<file path="config.mk">
export PLATFORM = sky130hd
export DESIGN_NAME = tx_controller
export DESIGN_NICKNAME = d
export VERILOG_FILES = /design/src/rtl/tx_pkg.sv /design/src/rtl/tx_rate_dec.sv /design/src/rtl/tx_controller.sv
export SDC_FILE = /design/constraint.sdc
export NUM_CORES = 1
export LEC_CHECK = 0
export BUFFER_PORTS_ARGS = -buffer_cell sky130_fd_sc_hd__buf_2
export CAP_MARGIN = 20
export CORE_ASPECT_RATIO = 0.6
export CORE_UTILIZATION = 37
export DETAILED_ROUTE_END_ITERATION = 6
export GPL_ROUTABILITY_DRIVEN = 0
export PLACE_DENSITY_LB_ADDON = 0.05
export REMOVE_ABC_BUFFERS = 1
export SETUP_SLACK_MARGIN = 0.4
export SLEW_MARGIN = 10
export SYNTH_ARGS = -nofsm -noshare
export SYNTH_HDL_FRONTEND = slang
export SYNTH_SLANG_ARGS = --single-unit
</file>
<file path="constraint.sdc">
create_clock -name iClk -period 2.5 [get_ports iClk]
set_clock_uncertainty 0.05 [all_clocks]
set_input_delay 0.25 -clock iClk [delete_from_list [all_inputs] [get_ports iClk]]
set_output_delay 0.25 -clock iClk [all_outputs]
set_load 0.01 [all_outputs]
</file>
<file path="src/rtl/tx_pkg.sv">
// tx_pkg: shared encodings and field sizes for the PLCP transmit path.
// Rate codes and their data-bits-per-symbol live here for TX and RX reuse.
package tx_pkg;

    localparam int RATE_W  = 4;
    localparam int LEN_W   = 12;
    localparam int NDBPS_W = 8;
    localparam int DCNT_W  = 15;

    localparam int HDR_W  = 12;
    localparam int SIG_W  = 24;
    localparam int SVC_W  = 16;
    localparam int TAIL_W = 6;

    typedef enum logic [2:0] {
        S_IDLE,
        S_HEADER,
        S_SIGNAL,
        S_SERVICE,
        S_DATA,
        S_TAIL,
        S_PAD
    } tx_state_e;

    localparam logic [RATE_W-1:0] RATE_6M  = 4'b1101;
    localparam logic [RATE_W-1:0] RATE_9M  = 4'b1111;
    localparam logic [RATE_W-1:0] RATE_12M = 4'b0101;
    localparam logic [RATE_W-1:0] RATE_18M = 4'b0111;
    localparam logic [RATE_W-1:0] RATE_24M = 4'b1001;
    localparam logic [RATE_W-1:0] RATE_36M = 4'b1011;
    localparam logic [RATE_W-1:0] RATE_48M = 4'b0001;
    localparam logic [RATE_W-1:0] RATE_54M = 4'b0011;

    localparam logic [NDBPS_W-1:0] NDBPS_6M  = 8'd24;
    localparam logic [NDBPS_W-1:0] NDBPS_9M  = 8'd36;
    localparam logic [NDBPS_W-1:0] NDBPS_12M = 8'd48;
    localparam logic [NDBPS_W-1:0] NDBPS_18M = 8'd72;
    localparam logic [NDBPS_W-1:0] NDBPS_24M = 8'd96;
    localparam logic [NDBPS_W-1:0] NDBPS_36M = 8'd144;
    localparam logic [NDBPS_W-1:0] NDBPS_48M = 8'd192;
    localparam logic [NDBPS_W-1:0] NDBPS_54M = 8'd216;

    // SIGNAL word with even parity over rate, reserved bit and length.
    function automatic logic [SIG_W-1:0] signal_word(
        input logic [RATE_W-1:0] rate,
        input logic [LEN_W-1:0]  len
    );
        return {rate, 1'b0, len, ^{rate, len}, 6'b000000};
    endfunction

endpackage

</file>
<file path="src/rtl/tx_rate_dec.sv">
// tx_rate_dec: RATE code to data bits per OFDM symbol, with a valid flag.
// Purely combinational so the receive side can share it.
module tx_rate_dec
    import tx_pkg::*;
(
    input  logic [RATE_W-1:0]  rate_i,
    output logic [NDBPS_W-1:0] ndbps_o,
    output logic               valid_o
);

    // Table lookup; unknown codes decode to zero and are flagged invalid.
    always_comb begin
        ndbps_o = '0;
        valid_o = 1'b1;
        case (rate_i)
            RATE_6M:  ndbps_o = NDBPS_6M;
            RATE_9M:  ndbps_o = NDBPS_9M;
            RATE_12M: ndbps_o = NDBPS_12M;
            RATE_18M: ndbps_o = NDBPS_18M;
            RATE_24M: ndbps_o = NDBPS_24M;
            RATE_36M: ndbps_o = NDBPS_36M;
            RATE_48M: ndbps_o = NDBPS_48M;
            RATE_54M: ndbps_o = NDBPS_54M;
            default:  valid_o = 1'b0;
        endcase
    end

endmodule

</file>
<file path="src/rtl/tx_controller.sv">
// tx_controller: PLCP transmit sequencer with an external scrambler.
// Emits HEADER, SIGNAL, SERVICE, DATA, TAIL and PAD one bit per cycle.
module tx_controller
    import tx_pkg::*;
#(
    parameter logic [HDR_W-1:0] HEADER       = 12'hFFF,
    parameter logic [SVC_W-1:0] SERVICE_INIT = 16'h5D00
) (
    input  logic              iClk,
    input  logic              iRst_n,
    input  logic              iStart,
    input  logic [RATE_W-1:0] iRate,
    input  logic [LEN_W-1:0]  iLength,
    input  logic              iData,
    output logic              oDataReq,
    input  logic              iSCMB_Out,
    output logic              oSCMB_In,
    output logic              oSCMB_SEN,
    output logic              oData,
    output logic              oValid,
    output logic              oBusy,
    output logic              oDone,
    output logic              oErr
);

    localparam logic [4:0] HDR_LAST  = 5'(HDR_W - 1);
    localparam logic [4:0] SIG_LAST  = 5'(SIG_W - 1);
    localparam logic [4:0] SVC_LAST  = 5'(SVC_W - 1);
    localparam logic [4:0] TAIL_LAST = 5'(TAIL_W - 1);

    tx_state_e          state_q;
    logic [RATE_W-1:0]  rate_q;
    logic [LEN_W-1:0]   len_q;
    logic [NDBPS_W-1:0] ndbps_q;
    logic [4:0]         fcnt_q;
    logic [DCNT_W-1:0]  dcnt_q;
    logic [NDBPS_W-1:0] sym_q;
    logic               data_q;
    logic               valid_q;
    logic               busy_q;
    logic               done_q;
    logic               err_q;

    logic [NDBPS_W-1:0] dec_ndbps;
    logic               dec_valid;
    logic [SIG_W-1:0]   sig_w;
    logic               sym_wrap;
    logic [NDBPS_W-1:0] sym_d;

    tx_rate_dec u_rate_dec (
        .rate_i  (iRate),
        .ndbps_o (dec_ndbps),
        .valid_o (dec_valid)
    );

    assign sig_w    = signal_word(rate_q, len_q);
    assign sym_wrap = (sym_q == ndbps_q - 8'd1);
    assign sym_d    = sym_wrap ? '0 : sym_q + 8'd1;

    assign oData  = data_q;
    assign oValid = valid_q;
    assign oBusy  = busy_q;
    assign oDone  = done_q;
    assign oErr   = err_q;

    // Data request and scrambler feed follow the current state directly.
    always_comb begin
        oDataReq  = 1'b0;
        oSCMB_SEN = 1'b0;
        oSCMB_In  = 1'b0;
        case (state_q)
            S_SERVICE: begin
                oSCMB_SEN = 1'b1;
                oSCMB_In  = SERVICE_INIT[fcnt_q[3:0]];
            end
            S_DATA: begin
                oDataReq = 1'b1;
                oSCMB_In = iData;
            end
            default: ;
        endcase
    end

    // Frame sequencer; busy holds through the done cycle so a new start
    // is only taken once busy has dropped.
    always_ff @(posedge iClk or negedge iRst_n) begin
        if (!iRst_n) begin
            state_q <= S_IDLE;
            rate_q  <= '0;
            len_q   <= '0;
            ndbps_q <= '0;
            fcnt_q  <= '0;
            dcnt_q  <= '0;
            sym_q   <= '0;
            data_q  <= 1'b0;
            valid_q <= 1'b0;
            busy_q  <= 1'b0;
            done_q  <= 1'b0;
            err_q   <= 1'b0;
        end else begin
            data_q  <= 1'b0;
            valid_q <= 1'b0;
            done_q  <= 1'b0;
            err_q   <= 1'b0;
            if (done_q) busy_q <= 1'b0;
            unique case (state_q)
                S_IDLE: begin
                    if (iStart && !busy_q) begin
                        if (dec_valid && iLength != '0) begin
                            rate_q  <= iRate;
                            len_q   <= iLength;
                            ndbps_q <= dec_ndbps;
                            fcnt_q  <= HDR_LAST;
                            busy_q  <= 1'b1;
                            state_q <= S_HEADER;
                        end else begin
                            err_q <= 1'b1;
                        end
                    end
                end
                S_HEADER: begin
                    data_q  <= HEADER[fcnt_q[3:0]];
                    valid_q <= 1'b1;
                    if (fcnt_q == '0) begin
                        fcnt_q  <= SIG_LAST;
                        state_q <= S_SIGNAL;
                    end else begin
                        fcnt_q <= fcnt_q - 5'd1;
                    end
                end
                S_SIGNAL: begin
                    data_q  <= sig_w[fcnt_q];
                    valid_q <= 1'b1;
                    if (fcnt_q == '0) begin
                        fcnt_q  <= SVC_LAST;
                        sym_q   <= '0;
                        state_q <= S_SERVICE;
                    end else begin
                        fcnt_q <= fcnt_q - 5'd1;
                    end
                end
                S_SERVICE: begin
                    data_q  <= SERVICE_INIT[fcnt_q[3:0]];
                    valid_q <= 1'b1;
                    sym_q   <= sym_d;
                    if (fcnt_q == '0) begin
                        dcnt_q  <= {len_q, 3'b000} - 15'd1;
                        state_q <= S_DATA;
                    end else begin
                        fcnt_q <= fcnt_q - 5'd1;
                    end
                end
                S_DATA: begin
                    data_q  <= iSCMB_Out;
                    valid_q <= 1'b1;
                    sym_q   <= sym_d;
                    if (dcnt_q == '0) begin
                        fcnt_q  <= TAIL_LAST;
                        state_q <= S_TAIL;
                    end else begin
                        dcnt_q <= dcnt_q - 15'd1;
                    end
                end
                S_TAIL: begin
                    data_q  <= 1'b0;
                    valid_q <= 1'b1;
                    sym_q   <= sym_d;
                    if (fcnt_q == '0) begin
                        if (sym_wrap) begin
                            done_q  <= 1'b1;
                            state_q <= S_IDLE;
                        end else begin
                            state_q <= S_PAD;
                        end
                    end else begin
                        fcnt_q <= fcnt_q - 5'd1;
                    end
                end
                S_PAD: begin
                    data_q  <= iSCMB_Out;
                    valid_q <= 1'b1;
                    sym_q   <= sym_d;
                    if (sym_wrap) begin
                        done_q  <= 1'b1;
                        state_q <= S_IDLE;
                    end
                end
                default: state_q <= S_IDLE;
            endcase
        end
    end

endmodule

</file>
# Yosys cells after proc, flatten, opt, wreduce, memory -nomap -nowiden

Memory sizes are Yosys's and may differ from the RTL's.
Cells that the tools add are included.

Register bits: 60
Bits in latches: 0
Bits in writable memories: 0
Memory bits (read-only): 32
Input port bits: 21
Logic and storage cells: 111
Memories kept: 2

Memory list:

| name            | depth | width | read ports | clocked after memory_dff | wr ports | line                 | text |
|---|---|---|---|---|---|---|---|
| (no name shown) | 16    | 1     | 1          | 0                        | 0        | tx_controller.sv:143 | `data_q <= SERVICE_INIT[fcnt_q[3:0]];` |
| (no name shown) | 16    | 1     | 1          | 0                        | 0        | tx_controller.sv:122 | `data_q <= HEADER[fcnt_q[3:0]];` |

Add/subtract/negate cells: 5
$mul: 0
Div/mod/pow operators: 0
$lt $le $gt $ge: 2
Equal/unequal tests: 25
Shifts and indexed selects: 0
Multiplexer cells: 44
Bitwise gates (word level): 0
Reduce and logical (&&, ||, !) cells: 21

Operators by type and width:

| cell                    | count |
|---|---|
| $pmux W8 S8             | 1 |
| $mux W15                | 2 |
| $mux W5                 | 6 |
| $pmux W15 S2            | 1 |
| $sub A15 B1 Y15 const B | 2 |
| $mux W3                 | 9 |
| $pmux W5 S5             | 1 |
| $pmux W3 S7             | 1 |
| $ne A2 B2 Y1 const B    | 10 |
| $eq A4 B4 Y1 const B    | 4 |
| $mux W1                 | 16 |
| $mux W8                 | 2 |
| $pmux W8 S2             | 1 |
| $reduce_xor A16 Y1      | 1 |
| $logic_not A15 Y1       | 1 |
| $reduce_bool A12 Y1     | 1 |
| $eq A3 B3 Y1 const B    | 3 |
| $add A8 B1 Y8 const B   | 1 |
| $eq A4 B3 Y1 const B    | 2 |
| $eq A8 B8 Y1            | 1 |
| $reduce_and A8 Y1       | 1 |
| $reduce_or A8 Y1        | 1 |
| $sub A8 B1 Y8 const B   | 1 |
| $eq A3 B2 Y1 const B    | 2 |
| other kinds (21)        | 26 |

# Depth between registers and ports, before layout

Word-level depth: 7
Depth in mapped cells: 9

# Hierarchy

A second synthesis with hierarchy kept.

Cells, all modules: 436
Area, all modules: 3918.8 um2

By module, submodules not included:

| module        | instances | cells an instance | area an instance (um2) | seq. area each (um2) |
|---|---|---|---|---|
| tx_controller | 1         | 417               | 3806.2                 | 1501.4 |
| tx_rate_dec   | 1         | 19                | 112.6                  | 0.0 |

# Least setup slack after synthesis

Ideal clock, no wire load.

Path kind: reg-to-reg
From: register fcnt_q[1]
To: register fcnt_q[1]
Setup time: 125 ps
Arrival time: 2553 ps
Data required time: 2325 ps
Path slack: -228 ps
Cell stages (with the launch flop): 10
Period minus slack after synthesis: 2728 ps
Cells stage by stage: dfrtp_1 -> clkbuf_1 -> inv_1 -> ha_1 -> nor4b_1 -> and2_1 -> maj3_1 -> or3_1 -> buf_6 -> mux2_4

Cells in the longest elaborated chain, start to end: 3
Elaborated cells between the ends (all ways): 8
Classes of those cells: add/sub: 1; eq/ne: 1; mux: 4; reduce/logical: 2

Ends and longest elaborated chain:

| what                                              | line                                       | text |
|---|---|---|
| start, declared                                   | tx_controller.sv:35                        | `logic [4:0] fcnt_q;` |
| start signal, assigned                            | tx_controller.sv:128                       | `fcnt_q <= fcnt_q - 5'd1;` |
| start signal, assigned                            | tx_controller.sv:139                       | `fcnt_q <= fcnt_q - 5'd1;` |
| start signal, assigned                            | tx_controller.sv:150                       | `fcnt_q <= fcnt_q - 5'd1;` |
| $sub A5 B1 Y5 or $logic_not A5 Y1 (tied branches) | -                                          |  |
| $mux W5, or another cell as far along             | tx_controller.sv:146, tx_controller.sv:168 |  |
| $pmux W5 S5 or $reduce_and A5 Y1 (tied branches)  | -                                          |  |

Several ways; a longest one is shown, not always the timed one. The select of a mux whose other input is x is not followed.
A chain may end at the register's enable or synchronous reset.

# Final worst setup path

From: register dcnt_q[10]
To: register fcnt_q[4]

Cells in the longest elaborated chain, start to end: 3

Ends and longest elaborated chain:

| what                               | line                 | text |
|---|---|---|
| start, declared                    | tx_controller.sv:36  | `logic [DCNT_W-1:0] dcnt_q;` |
| start signal, assigned             | tx_controller.sv:147 | `dcnt_q <= {len_q, 3'b000} - 15'd1;` |
| start signal, assigned             | tx_controller.sv:161 | `dcnt_q <= dcnt_q - 15'd1;` |
| $logic_not A15 Y1                  | tx_controller.sv:157 | `if (dcnt_q == '0) begin` |
| $ne A2 B2 Y1 (no source line)      | -                    |  |
| $reduce_and A5 Y1 (no source line) | -                    |  |
| end signal, assigned               | tx_controller.sv:139 |  |
| end signal, assigned               | tx_controller.sv:150 |  |
| end signal, assigned               | tx_controller.sv:176 | `fcnt_q <= fcnt_q - 5'd1;` |

Every way passes these cells.

==> impl_metrics.tcl <==
set metrics [dict create \
    hp-class "in2reg" \
    via_count 3531 \
    ff_latch_area_mm2 0.001456 \
    grt_pass1_vias 3351 \
    fmax_mhz 431.8 \
    fin_crit_sh 0.9263 \
    slew_headroom 0.4711 \
    synth-seq-area-share 0.3803 \
    power.internal_uw 1860 \
    rsz0062_at_grt "yes" \
    final_nets 545 \
    route.detailed.drc 0 \
    ys.flop_type "dfrtp_1" \
    grt_max_degree 31 \
    n_antenna_cell 0 \
    grt_remaining_overflow 0 \
    fin_setup_tns_ns 0 \
    die_w_um 133.1 \
    crit_path_max_incr_delay_ns 0.58 \
    die_h_um 80.67 \
    viasPerCell 5.399 \
    htree_num_levels 3 \
    grt_pass1_wl_um 18690 \
    yosysMostFrequentCell "dfrtp_1" \
    fin_hold_ws_ns 0.1142 \
    netlist_area_mm2 0.003816 \
    synth_common_cells "58 x dfrtp_1, 36 x nor2_1, 31 x nand2_1, 26 x o21ai_0, 24 x xnor2_1" \
    yosysWarnings 0 \
    power_frac_clock 0.573 \
    crit_fanout 4 \
    clkSinkCount 58 \
    first_pass_iters 4 \
    cts_buffers 9 \
    cts_tree "yes" \
    finalPower_uw 2356 \
    seq_power_share 0.399 \
    drive_gt1_frac 0.4181 \
    yosysTopAreaCellShare 0.3803 \
    arrival_ns 2.48 \
    io-pin-count 29 \
    rows 28 \
    async_reset_ff_frac 1.000 \
    cpMaxStageDelayCell "or4_4" \
    synth.distinct_cells 69 \
    multi_input_area_mm2 0.002572 \
    critPathRequiredTime_ns 2.67 \
    synth_seq_cells 58 \
    grt_util_all_layers 0.2336 \
    tightest_slew_ns 0.7933 \
    maxCapViolCount 0 \
    post_drt_wl_per_cell_um 18.02 \
    power_leakage_uw 0.002364 \
    core_mm2 0.009950 \
    synth_area_leader_cell "dfrtp_1" \
    ir_drop_mv 0.3024 \
    clock_path_buffers 2 \
    swShare 0.2105 \
    portBuffers 28 \
    finalSetupViolations 0 \
    fill_cells 903 \
    syn_avg_cell_area_um2 9.173 \
    place_area_mm2 0.004369 \
    powerDensity_mw_per_mm2 430.1 \
    pwr-share-comb 0.027 \
    crit_chain "or4_4 > nor4_4 > nor2_2 > or3_4 > buf_6 > a211o_1" \
    antenna_found_initial 1 \
    drtAntennaViolNets 0 \
    hold_viol 0 \
    startpoint_type "flop" \
    clock_latency_ns 0.34 \
    status "completed" \
    synth.area.top_cells "dfrtp_1 38%, xnor2_1 5.5%, mux2_2 4.7%" \
    final_design_area_no_fill_mm2 0.005478 \
    worst_slack_ns 0.1843 \
    syn_inst 416 \
    cts.clk_slew.worst_paths_ns 0.06 \
    clockRootBuffer "clkbuf_16" \
    dieArea_mm2 0.01074 \
    area_growth_syn_to_layout_pct 43.54 \
    drv_slew 0 \
    worstSetupPathType "reg2reg" \
    min_period_ns 2.316 \
    drt_iter0_drc 221 \
    initial_core_util 0.3836 \
    p_switching_uw 495.9 \
    drt-total-wl_um 11790 \
    end_kind "flop" \
    hpwl_um 8120 \
    synth-edff-count 0 \
    dp_worst_setup_slack_ns -0.04152 \
]
-- metal layers --
layer,up-vias,wire length (um),global-route usage
li1,1722,-,-
met1,1727,6480,0.3645
met2,74,4682,0.3136
met3,8,536,0.05556
met4,0,87,0.05114
met5,-,0,0
-- flip-flops by register name (all words and copies together), names as in the netlist --
register and cells:
ndbps_q 6, state_q 3, sym_q 8, oBusy 1, oData 1, oValid 1, rate_q 4, dcnt_q 15
fcnt_q 5, oErr 1, oDone 1, len_q 12
-- layout by cell type, fill, tap and decap left out, types with 5 or more instances in the layout --
cell	netlist	final
buf_6	4	15
nand4_1	5	5
nor4_1	12	9
xor2_1	10	10
clkbuf_16	0	9
o21ai_0	26	10
nor2_1	36	28
buf_2	3	28
dfrtp_1	58	54
nand2_1	31	28
nand2b_1	5	5
a31oi_1	8	6
nor3_1	13	8
ha_1	10	6
xnor2_1	24	22
mux2_2	16	16
o21ai_1	1	14
inv_1	23	19
a21oi_1	17	10
or3_4	0	5
buf_4	0	59
nor2_4	0	7
nor2b_1	5	5
a21oi_2	0	7
-- layout make-up --
type,instances,area share
clock buffer,11,0.04431
clock inverter,5,0.01416
inverter,23,0.01645
multi-input combinational,314,0.4696
sequential,58,0.2659
tap,135,0.03084
timing repair buffer,108,0.1587
-- critical path: cells and delay by family (launching register included) --
| family | cells | cell delay, ns |
|---|---|---|
| AND/OR/NAND/NOR | 4 | 1.38 |
| flip-flops | 1 | 0.41 |
| AO/OA/AOI/OAI | 1 | 0.24 |
| buffers and inverters | 1 | 0.13 |
-- power by group through the flow --
| stage | Sequential [uW] | Combinational (uW) | Clock [uW] |
|---|---|---|---|
| 2_1_floorplan | 958 | 12.1 | 0 |
| 5_1_grt | 940 | 72.9 | 1430 |
| 3_5_place_dp | 957 | 64.4 | 0 |
| 4_1_cts | 940 | 65.7 | 1380 |
| 6_report | 941 | 64.0 | 1350 |
| 3_3_place_gp | 957 | 63.8 | 0 |
-- cell families after synthesis --
group | synth area share
AND/OR/NAND/NOR | 0.2036
XOR/XNOR | 0.08393
adder cells (fa/ha/maj) | 0.03541
multiplexers | 0.06885
flip-flops | 0.3803
buffers and inverters | 0.05311
AO/OA/AOI/OAI | 0.1748
-- worst paths after layout --
check / cells after the start / from / slack, ns / endpoint
worst max-delay path: 6 / dcnt_q[10] / 0.18 / fcnt_q[4]
worst max register to register: 6 / dcnt_q[10] / 0.18 / fcnt_q[4]
min in group asynchronous: 2 / iRst_n / 0.49 / sym_q[0]
max in group asynchronous: 3 / iRst_n / 1.26 / len_q[3]
worst min register to register: 1 / oDone / 0.39 / oBusy
worst min-delay path: 2 / iLength[2] / 0.11 / len_q[2]
-- stage by stage --
| step | std cells | utilization |
|---|---|---|
| global route | 654 | 0.5506 |
| CTS | 640 | 0.5147 |
| detailed placement | 600 | 0.4391 |
| finish | 654 | 0.5506 |
| global placement | 600 | 0.4391 |
| floorplan | 394 | - |
-- timing repair --
| item | CTS | global route |
|---|---|---|
| gates resized for setup | 61 | 61 |
| setup buffers | 21 | 14 |
| setup endpoints to repair | 31 | 31 |
| gates cloned | 2 | 0 |
| hold buffers | 1 | 0 |
| hold endpoints to repair | 28 | 0 |
| pin swaps | 24 | 39 |
Power figures use the tool's default switching activity.
